### src/rtl/uart_mmio_pkg.sv
// Shared constants for the memory-mapped UART responder: select nibble,
// register offsets, status bit positions and the default FIFO depth.
package uart_mmio_pkg;

  localparam int unsigned DEFAULT_DEPTH = 8;

  localparam logic [3:0] SEL_NIBBLE = 4'h8;

  localparam logic [7:0] OFF_STATUS   = 8'h00;
  localparam logic [7:0] OFF_RX_DATA  = 8'h04;
  localparam logic [7:0] OFF_TX_DATA  = 8'h08;
  localparam logic [7:0] OFF_FLAG_CLR = 8'h0C;
  localparam logic [7:0] OFF_CYCLE    = 8'h10;
  localparam logic [7:0] OFF_INST     = 8'h14;
  localparam logic [7:0] OFF_CNT_CLR  = 8'h18;

  localparam int unsigned ST_TX_NOT_FULL  = 0;
  localparam int unsigned ST_RX_NOT_EMPTY = 1;
  localparam int unsigned ST_RX_OVF       = 2;
  localparam int unsigned ST_TX_DROP      = 3;

  function automatic logic [31:0] pack_status(input logic tx_not_full,
                                              input logic rx_not_empty,
                                              input logic rx_ovf,
                                              input logic tx_drop);
    logic [31:0] s;
    s = '0;
    s[ST_TX_NOT_FULL]  = tx_not_full;
    s[ST_RX_NOT_EMPTY] = rx_not_empty;
    s[ST_RX_OVF]       = rx_ovf;
    s[ST_TX_DROP]      = tx_drop;
    return s;
  endfunction

endpackage

### src/rtl/uart_mmio_responder_sync_fifo.sv
// Synchronous power-of-two FIFO with a combinational head. A push into a full
// FIFO is accepted only when a pop happens in the same cycle; no bypass.
module sync_fifo
  import uart_mmio_pkg::*;
#(
  parameter int unsigned WIDTH = 8,
  parameter int unsigned DEPTH = DEFAULT_DEPTH
) (
  input  logic             clk,
  input  logic             rst,
  input  logic             push,
  input  logic [WIDTH-1:0] push_data,
  input  logic             pop,
  output logic [WIDTH-1:0] pop_data,
  output logic             full,
  output logic             empty
);

  localparam int unsigned AW = $clog2(DEPTH);
  localparam logic [AW:0] FULL_COUNT = (AW + 1)'(DEPTH);

  logic [WIDTH-1:0] mem_q [DEPTH];
  logic [AW-1:0]    wr_ptr_q, wr_ptr_d;
  logic [AW-1:0]    rd_ptr_q, rd_ptr_d;
  logic [AW:0]      count_q, count_d;
  logic             push_en, pop_en;

  assign empty    = (count_q == '0);
  assign full     = (count_q == FULL_COUNT);
  assign pop_data = mem_q[rd_ptr_q];
  assign pop_en   = pop && !empty;
  assign push_en  = push && (!full || pop_en);

  always_comb begin
    wr_ptr_d = wr_ptr_q;
    rd_ptr_d = rd_ptr_q;
    count_d  = count_q;
    if (push_en) wr_ptr_d = wr_ptr_q + AW'(1);
    if (pop_en)  rd_ptr_d = rd_ptr_q + AW'(1);
    case ({push_en, pop_en})
      2'b10:   count_d = count_q + (AW + 1)'(1);
      2'b01:   count_d = count_q - (AW + 1)'(1);
      default: count_d = count_q;
    endcase
  end

  always_ff @(posedge clk) begin
    if (rst) begin
      wr_ptr_q <= '0;
      rd_ptr_q <= '0;
      count_q  <= '0;
    end else begin
      wr_ptr_q <= wr_ptr_d;
      rd_ptr_q <= rd_ptr_d;
      count_q  <= count_d;
    end
  end

  always_ff @(posedge clk) begin
    if (push_en) mem_q[wr_ptr_q] <= push_data;
  end

endmodule

### src/rtl/uart_mmio_responder.sv
// Memory-mapped UART responder: RX/TX byte FIFOs, sticky loss flags and
// free-running cycle / retired-instruction counters behind a CPU load/store port.
module uart_mmio_responder
  import uart_mmio_pkg::*;
#(
  parameter int unsigned DEPTH = DEFAULT_DEPTH
) (
  input  logic        clk,
  input  logic        rst,
  input  logic [31:0] req_addr,
  input  logic        req_re,
  input  logic [3:0]  req_we,
  input  logic [31:0] req_wdata,
  output logic [31:0] rdata,
  input  logic        inst_retire,
  input  logic [7:0]  rx_data,
  input  logic        rx_valid,
  output logic        rx_ready,
  output logic [7:0]  tx_data,
  output logic        tx_valid,
  input  logic        tx_ready
);

  logic [31:0] rdata_q, rdata_d;
  logic [31:0] cycle_q, cycle_d;
  logic [31:0] inst_q, inst_d;
  logic        rx_ovf_q, rx_ovf_d;
  logic        tx_drop_q, tx_drop_d;

  logic        sel, is_store, is_load;
  logic [7:0]  offset;
  logic        rx_push, rx_pop, rx_full, rx_empty;
  logic        tx_push, tx_pop, tx_full, tx_empty;
  logic [7:0]  rx_head;
  logic        flag_clr, cnt_clr;
  logic [31:0] status;
  logic        unused_bits;

  assign unused_bits = ^{req_addr[27:8], req_wdata[31:8]};

  assign sel      = (req_addr[31:28] == SEL_NIBBLE);
  assign offset   = req_addr[7:0];
  // A cycle carrying both a load and a store is handled as a store only.
  assign is_store = sel && (req_we != 4'b0000);
  assign is_load  = sel && req_re && (req_we == 4'b0000);

  assign rx_ready = !rst;
  assign rx_push  = rx_valid && !rst;
  assign rx_pop   = is_load && (offset == OFF_RX_DATA);

  assign tx_valid = !tx_empty && !rst;
  assign tx_pop   = tx_valid && tx_ready;
  assign tx_push  = is_store && (offset == OFF_TX_DATA) && req_we[0];

  assign flag_clr = is_store && (offset == OFF_FLAG_CLR);
  assign cnt_clr  = is_store && (offset == OFF_CNT_CLR);

  assign status = pack_status(!tx_full, !rx_empty, rx_ovf_q, tx_drop_q);
  assign rdata  = rdata_q;

  sync_fifo #(.WIDTH(8), .DEPTH(DEPTH)) u_rx_fifo (
    .clk       (clk),
    .rst       (rst),
    .push      (rx_push),
    .push_data (rx_data),
    .pop       (rx_pop),
    .pop_data  (rx_head),
    .full      (rx_full),
    .empty     (rx_empty)
  );

  sync_fifo #(.WIDTH(8), .DEPTH(DEPTH)) u_tx_fifo (
    .clk       (clk),
    .rst       (rst),
    .push      (tx_push),
    .push_data (req_wdata[7:0]),
    .pop       (tx_pop),
    .pop_data  (tx_data),
    .full      (tx_full),
    .empty     (tx_empty)
  );

  always_comb begin
    rdata_d = rdata_q;
    if (req_re && (req_we == 4'b0000)) begin
      rdata_d = '0;
      if (sel) begin
        case (offset)
          OFF_STATUS:  rdata_d = status;
          OFF_RX_DATA: rdata_d = rx_empty ? '0 : {24'b0, rx_head};
          OFF_CYCLE:   rdata_d = cycle_q;
          OFF_INST:    rdata_d = inst_q;
          default:     rdata_d = '0;
        endcase
      end
    end
  end

  // Full FIFOs still accept when a pop lands in the same cycle, so loss is
  // flagged only when no pop frees a slot; a new loss overrides a clear.
  always_comb begin
    rx_ovf_d  = rx_ovf_q;
    tx_drop_d = tx_drop_q;
    if (flag_clr && req_wdata[2]) rx_ovf_d  = 1'b0;
    if (flag_clr && req_wdata[3]) tx_drop_d = 1'b0;
    if (rx_push && rx_full && !rx_pop) rx_ovf_d  = 1'b1;
    if (tx_push && tx_full && !tx_pop) tx_drop_d = 1'b1;
  end

  always_comb begin
    cycle_d = cnt_clr ? '0 : cycle_q + 32'd1;
    inst_d  = cnt_clr ? '0 : inst_q + {31'b0, inst_retire};
  end

  always_ff @(posedge clk) begin
    if (rst) begin
      rdata_q   <= '0;
      cycle_q   <= '0;
      inst_q    <= '0;
      rx_ovf_q  <= 1'b0;
      tx_drop_q <= 1'b0;
    end else begin
      rdata_q   <= rdata_d;
      cycle_q   <= cycle_d;
      inst_q    <= inst_d;
      rx_ovf_q  <= rx_ovf_d;
      tx_drop_q <= tx_drop_d;
    end
  end

endmodule

### config.mk
export PLATFORM = sky130hd
export DESIGN_NAME = uart_mmio_responder
export DESIGN_NICKNAME = d
export VERILOG_FILES = /design/src/rtl/uart_mmio_pkg.sv /design/src/rtl/uart_mmio_responder_sync_fifo.sv /design/src/rtl/uart_mmio_responder.sv
export SDC_FILE = /design/constraint.sdc
export NUM_CORES = 1
export LEC_CHECK = 0
export CORE_MARGIN = 2
export CORE_UTILIZATION = 61
export DETAILED_ROUTE_END_ITERATION = 7
export GPL_TIMING_DRIVEN = 0
export PLACE_DENSITY = 0.92
export SETUP_SLACK_MARGIN = 0.1
export SYNTH_ARGS = -nofsm -noshare
export SYNTH_HDL_FRONTEND = slang
export SYNTH_SLANG_ARGS = --single-unit
### constraint.sdc
create_clock -name clk -period 8.2 [get_ports clk]
set_input_delay 0.82 -clock clk [delete_from_list [all_inputs] [get_ports clk]]
set_output_delay 0.82 -clock clk [all_outputs]
set_load 0.03 [all_outputs]
* Word-level counts from Yosys, hierarchy flattened
Memory sizes are Yosys's and may differ from the RTL's. A register that Yosys moved wholly into a read port is not among the register bits. Cells that the tools add are included.
Word-level totals: register bits after elaboration 118, RAM bits 128, output and inout bits 42, word-level logic and storage cells 94, memories kept 2
Memory list:
- u_rx_fifo.mem_q | words 8, bits a word 8, read ports 1, clocked after memory_dff 1, wr ports 1, RTL line uart_mmio_responder_sync_fifo.sv:22 | logic [WIDTH-1:0] mem_q [DEPTH];
- u_tx_fifo.mem_q | words 8, bits a word 8, read ports 1, clocked after memory_dff 1, wr ports 1, RTL line uart_mmio_responder_sync_fifo.sv:22
Cells by class: add/sub/neg operators 10, equal/unequal tests 13, multiplexer cells 17, reduce and logical (&&, ||, !) cells 41
Operators with widths (number):
- one-hot mux 32 bit (4 select lines) | 1
- adder 32 x 1 -> 32 bit | 1
- adder 32 x 1 -> 32 bit, second input constant | 1
- two-way mux 32 bit | 1
- == test 8 x 5 -> 1 bit, second input constant | 3
- logical AND 1 bit | 22
- == test 8 x 4 -> 1 bit, second input constant | 2
- one-hot mux 4 bit (2 select lines) | 2
- adder 3 x 1 -> 3 bit, second input constant | 4
- == test 4 bit, second input constant | 3
- zero test 4 bit | 3
- two-way mux 3 bit | 4
- adder 4 x 1 -> 4 bit, second input constant | 2
- == test 8 x 3 -> 1 bit, second input constant | 1
- zero test 8 bit | 1
- two-way mux 1 bit | 8
- two-way mux 8 bit | 1
- nonzero test 2 bit | 4
- subtractor 4 x 1 -> 4 bit, second input constant | 2
- zero test 1 bit | 7
- == test 2 x 1 -> 1 bit, second input constant | 2
- == test 2 bit, second input constant | 2
- nonzero test 4 bit | 1
- logical OR 1 bit | 2
- OR reduction 2 bit | 1

* Depth between registers and ports, before layout
depth after elaboration 9, depth in mapped cells 12, gate-level depth less buffers 11

* By module
A second synthesis with hierarchy kept.
Second synthesis, totals: cell total of the unflattened synthesis 927, area total of the unflattened synthesis 11283.3 sq um
Modules (own cells, without submodules):
- sync_fifo | times used 2, cells an instance 176, area an instance 3203.1 sq um, seq. area each 2182.1 sq um
- uart_mmio_responder | times used 1, cells an instance 575, area an instance 4877.2 sq um, seq. area each 1961.9 sq um

* Least setup slack after synthesis
OpenSTA, ideal clock, no wires.
kind input to register, start point input port req_addr[5], end point register u_tx_fifo.count_q[3], arrival time 3.199 ns, slack 4.880 ns, stages 9, buffers on the path 0, path through nor4_1 > and4_1 > nand2_1 > ha_1 > ha_1 > a21o_1 > a21oi_1 > mux2i_1 > mux2_2
Between the ends: cells in the longest elaborated chain, start to end 6
Ends and longest elaborated chain:
- start, declared | RTL line uart_mmio_responder.sv:10 | input logic [31:0] req_addr,
- == test 8 x 4 -> 1 bit (*) | RTL line uart_mmio_responder.sv:53 | assign tx_push = is_store && (offset == OFF_TX_DATA) && req_we[0];
- logical AND 1 bit (*) (2 in series) | RTL line uart_mmio_responder.sv:53
- logical AND 1 bit (*) | RTL line uart_mmio_responder_sync_fifo.sv:32 | assign push_en = push && (!full || pop_en);
- == test 2 x 1 -> 1 bit / == test 2 bit (equally long branches) | RTL line uart_mmio_responder_sync_fifo.sv:40 | case ({push_en, pop_en})
- one-hot mux 4 bit (2 select lines) / nonzero test 2 bit (equally long branches)
- end signal, assigned | RTL line uart_mmio_responder_sync_fifo.sv:55 | count_q <= count_d;
- end, declared | RTL line uart_mmio_responder_sync_fifo.sv:25 | logic [AW:0] count_q, count_d;
Every way passes the cells marked *; elsewhere a longest branch is shown, timed or not. A chain may end at the register's enable or synchronous reset.

==> metrics <==
status finished, final reports clean; Max Slew Vio Count 0; Sw Ratio 20.23%; CP Max Fanout 10; fin crit period 3.992 ns; largest family of logic cells by synthesized area simple AND/OR/NAND/NOR gates; antenna diode count 0; Post-Synth XOR/XNOR Area 2.220%; Post-Synth Simple-Gate Area 15.33%; Pre-antenna DRT Iters 5; first-pass GRT wire length 43.27 mm; DRC viols 0; PwrDens 207.2 nW/um2; Clk network pwr share 47.7%; Fin Clk Skew 0.01886 ns; WHS 0.4779 ns; Synth Area in Adders 1.654%; post-DP HPWL 18.10 mm; Required @ worst endpoint 7.38 ns; row count 49; Leak 4.322 nW; vias in the first global route 8302; dpl ws 3.869 ns; Post-DRT Antenna Nets 0; Worst Setup Start Kind register; number of synthesized flops with an enable pin 128; clock-pin slew on the worst setup and hold paths 0.06 ns; clock root buffer clkbuf_16; max frequency 0.2505 GHz; CP max-delay cell clkdlybuf4s50_1; hold_sp u_tx_fifo.rd_ptr_q[2]; worst ir drop on vdd 201.6 uV; most used standard cell by instance count after synthesis edfxtp_1; hold-fix buffers at CTS 0; area growth from synthesis to layout 19.23%; Chip Height 138.6 um; All-Layer GR Usage 28.02%; fin crit share 48.68%; Port Buffer Count 78; combinational share of power 3.3%; largest net degree at the start of global routing 16; core area 17840 um2; Synth Register Bits 252; CP top delay family buffers and inverters; P_int 2.177 mW; Ys Warns 0; Resize count post-CTS 0; crit path kind register to output pin; critical path buffer and inverter count 3; Critical R2R Launch u_rx_fifo.count_q[1]; main flop type after synthesis edfxtp_1; Cell Chain, Critical Path clkbuf_1, buf_2, mux4_2, mux2_2, clkdlybuf4s50_1; Finish-stage setup viols 0; Post-synth top cells edfxtp_1 (128), dfxtp_1 (124), nor2_1 (69); synth top area cells edfxtp_1 (35%), dfxtp_1 (22%), mux4_2 (6.5%); syn_nets 1004; Synth Area per Inst 12.16 um2; RSZ-0062 raised after global routing false; via count 8261; CP peak stage delay 0.59 ns; Util after Layout 73.82%; total power draw 2.729 mW; GPL Wtd Cong 0.9157; final hold violations 0; post-synthesis cell area 11050 um2; max-cap violations 0; Num CTS Buffers 26; Clk Latency, worst-skew pair 0.53 ns; HP Class register to register; share of layout cells above drive strength 1 15.59%; compound-cell area share of the yosys netlist 7.454%; maximum buffer depth of the clock tree 3; Total Neg Setup Slack 0 ns; initial core utilization 61.91%; drt wl/cell 21.32 um; Setup Buffers After CTS 0; total grt overflow 0; DRT Wirelength 27.04 mm; Net Switching 0.5522 mW; Worst-Margin Slew 1.305 ns; die area 19200 um2; antenna violations before repair 0; Die X 138.6 um; CTS tree done; Synth top area share 34.80%; Synth area leader edfxtp_1; PnR worst setup slack 4.208 ns; DR iter-0 viols 895; via/cell ratio 6.515; Crit. End Element output pin; CTS H-tree depth 1; part of the power in registers 49.0%; Nets 1115; Unique masters post-synth 56; mux cell area share after synthesis 13.40%; critical path arrival 3.17 ns; Slew Limit Headroom 12.34%; num ports 124; FFs w/ async S/R, synth 0%; clk sinks 252; Post-Synthesis Cells 908; post-synthesis sequential area ratio 57.27%
## logic make-up after synthesis
group / Yosys count
AND/OR/NAND/NOR: 315
multiplexers: 102
buffers and inverters: 74
AO/OA/AOI/OAI: 123
XOR/XNOR: 28
adder cells (fa/ha/maj): 14
flip-flops: 252
## cell usage in the layout, fill, tap and decap left out, types with 6 or more instances in the layout
cell type        count
ha_1                13
buf_2               14
bufinv_16            6
nand3_1             26
a32oi_1             24
o31ai_1             12
clkbuf_16           27
mux2i_1             23
or4_1               16
and2_1               8
inv_1               19
nor2_1              69
mux2_2              47
buf_1                8
a21oi_1             42
edfxtp_1           128
nor3_2               7
xor2_1              23
and4_1              12
dfxtp_1            124
nand2b_1            19
or3_1               12
nand2_1             63
mux4_2              32
nor4_1              13
nor3_1              17
o21ai_0             21
and3_1               9
clkdlybuf4s50_1     78
nor4_2               7
clkbuf_1            36
nand4_1             18
## worst paths after layout
kind	endpoint	slack, ns	depth (start not counted)
setup / recovery	tx_data[5]	4.21	5
hold / removal	u_tx_fifo.rd_ptr_q[2]	0.48	1
setup reg to reg	u_rx_fifo.count_q[2]	5.15	12
hold reg to reg	u_tx_fifo.rd_ptr_q[2]	0.48	1
## per-stage QoR
step / area (um2) / std cells
after CTS: 13140 / 1268
final: 13170 / 1268
after detailed placement: 12180 / 1220
after floorplan: 11050 / 908
after global placement: 12110 / 1215
after global routing: 13170 / 1268
## flip-flops by register name (all words and copies together), names as in the netlist, named ones only
| register | count |
|---|---|
| cycle_q | 32 |
| inst_q | 32 |
| tx_drop_q | 1 |
| u_tx_fifo.rd_ptr_q | 3 |
| rx_ovf_q | 1 |
| u_tx_fifo.mem_q | 64 |
| u_rx_fifo.rd_ptr_q | 3 |
| u_tx_fifo.count_q | 4 |
| u_tx_fifo.wr_ptr_q | 3 |
| u_rx_fifo.count_q | 4 |
| u_rx_fifo.wr_ptr_q | 3 |
| rdata | 32 |
| u_rx_fifo.mem_q | 64 |
## worst reg2reg max path, cell delays in order, from the launching register on
cell and delay (ns):
dfxtp_1 0.29, clkbuf_1 0.17, or4b_2 0.70, and2_1 0.21, a21o_1 0.21, nand2_1 0.11
ha_1 0.28, xor2_1 0.18, ha_1 0.16, a21oi_1 0.05, xor2_1 0.16, or3_1 0.31
a21oi_1 0.14
## power groups by stage
stage | Clock, mW | Combinational [mW] | Sequential (mW)
2_1_floorplan | 0 | 0.0407 | 1.36
3_3_place_gp | 0 | 0.0806 | 1.36
3_5_place_dp | 0 | 0.0858 | 1.36
4_1_cts | 1.31 | 0.0877 | 1.34
5_1_grt | 1.36 | 0.0961 | 1.34
6_report | 1.30 | 0.0896 | 1.34
## per-layer routing
layer,GRT usage [%],up-vias,part of all wire (%)
met5,0,-,0
met1,34.20,4030,38
li1,-,3696,-
met3,4.040,113,6.5
met4,12.41,0,4.8
met2,49.79,422,51
## area by class of cell
type | instances | area (um2)
repair buffers | 83 | 818.3
flip-flops and latches | 252 | 6326
fillers | 1046 | 4671
clock inverters | 16 | 244.0
clock buffers | 32 | 714.4
well taps | 229 | 286.5
multi-input cells | 582 | 4486
inverters | 19 | 71.32
plain buffers | 55 | 224.0
No activity file was read; power rests on OpenSTA's default activity.
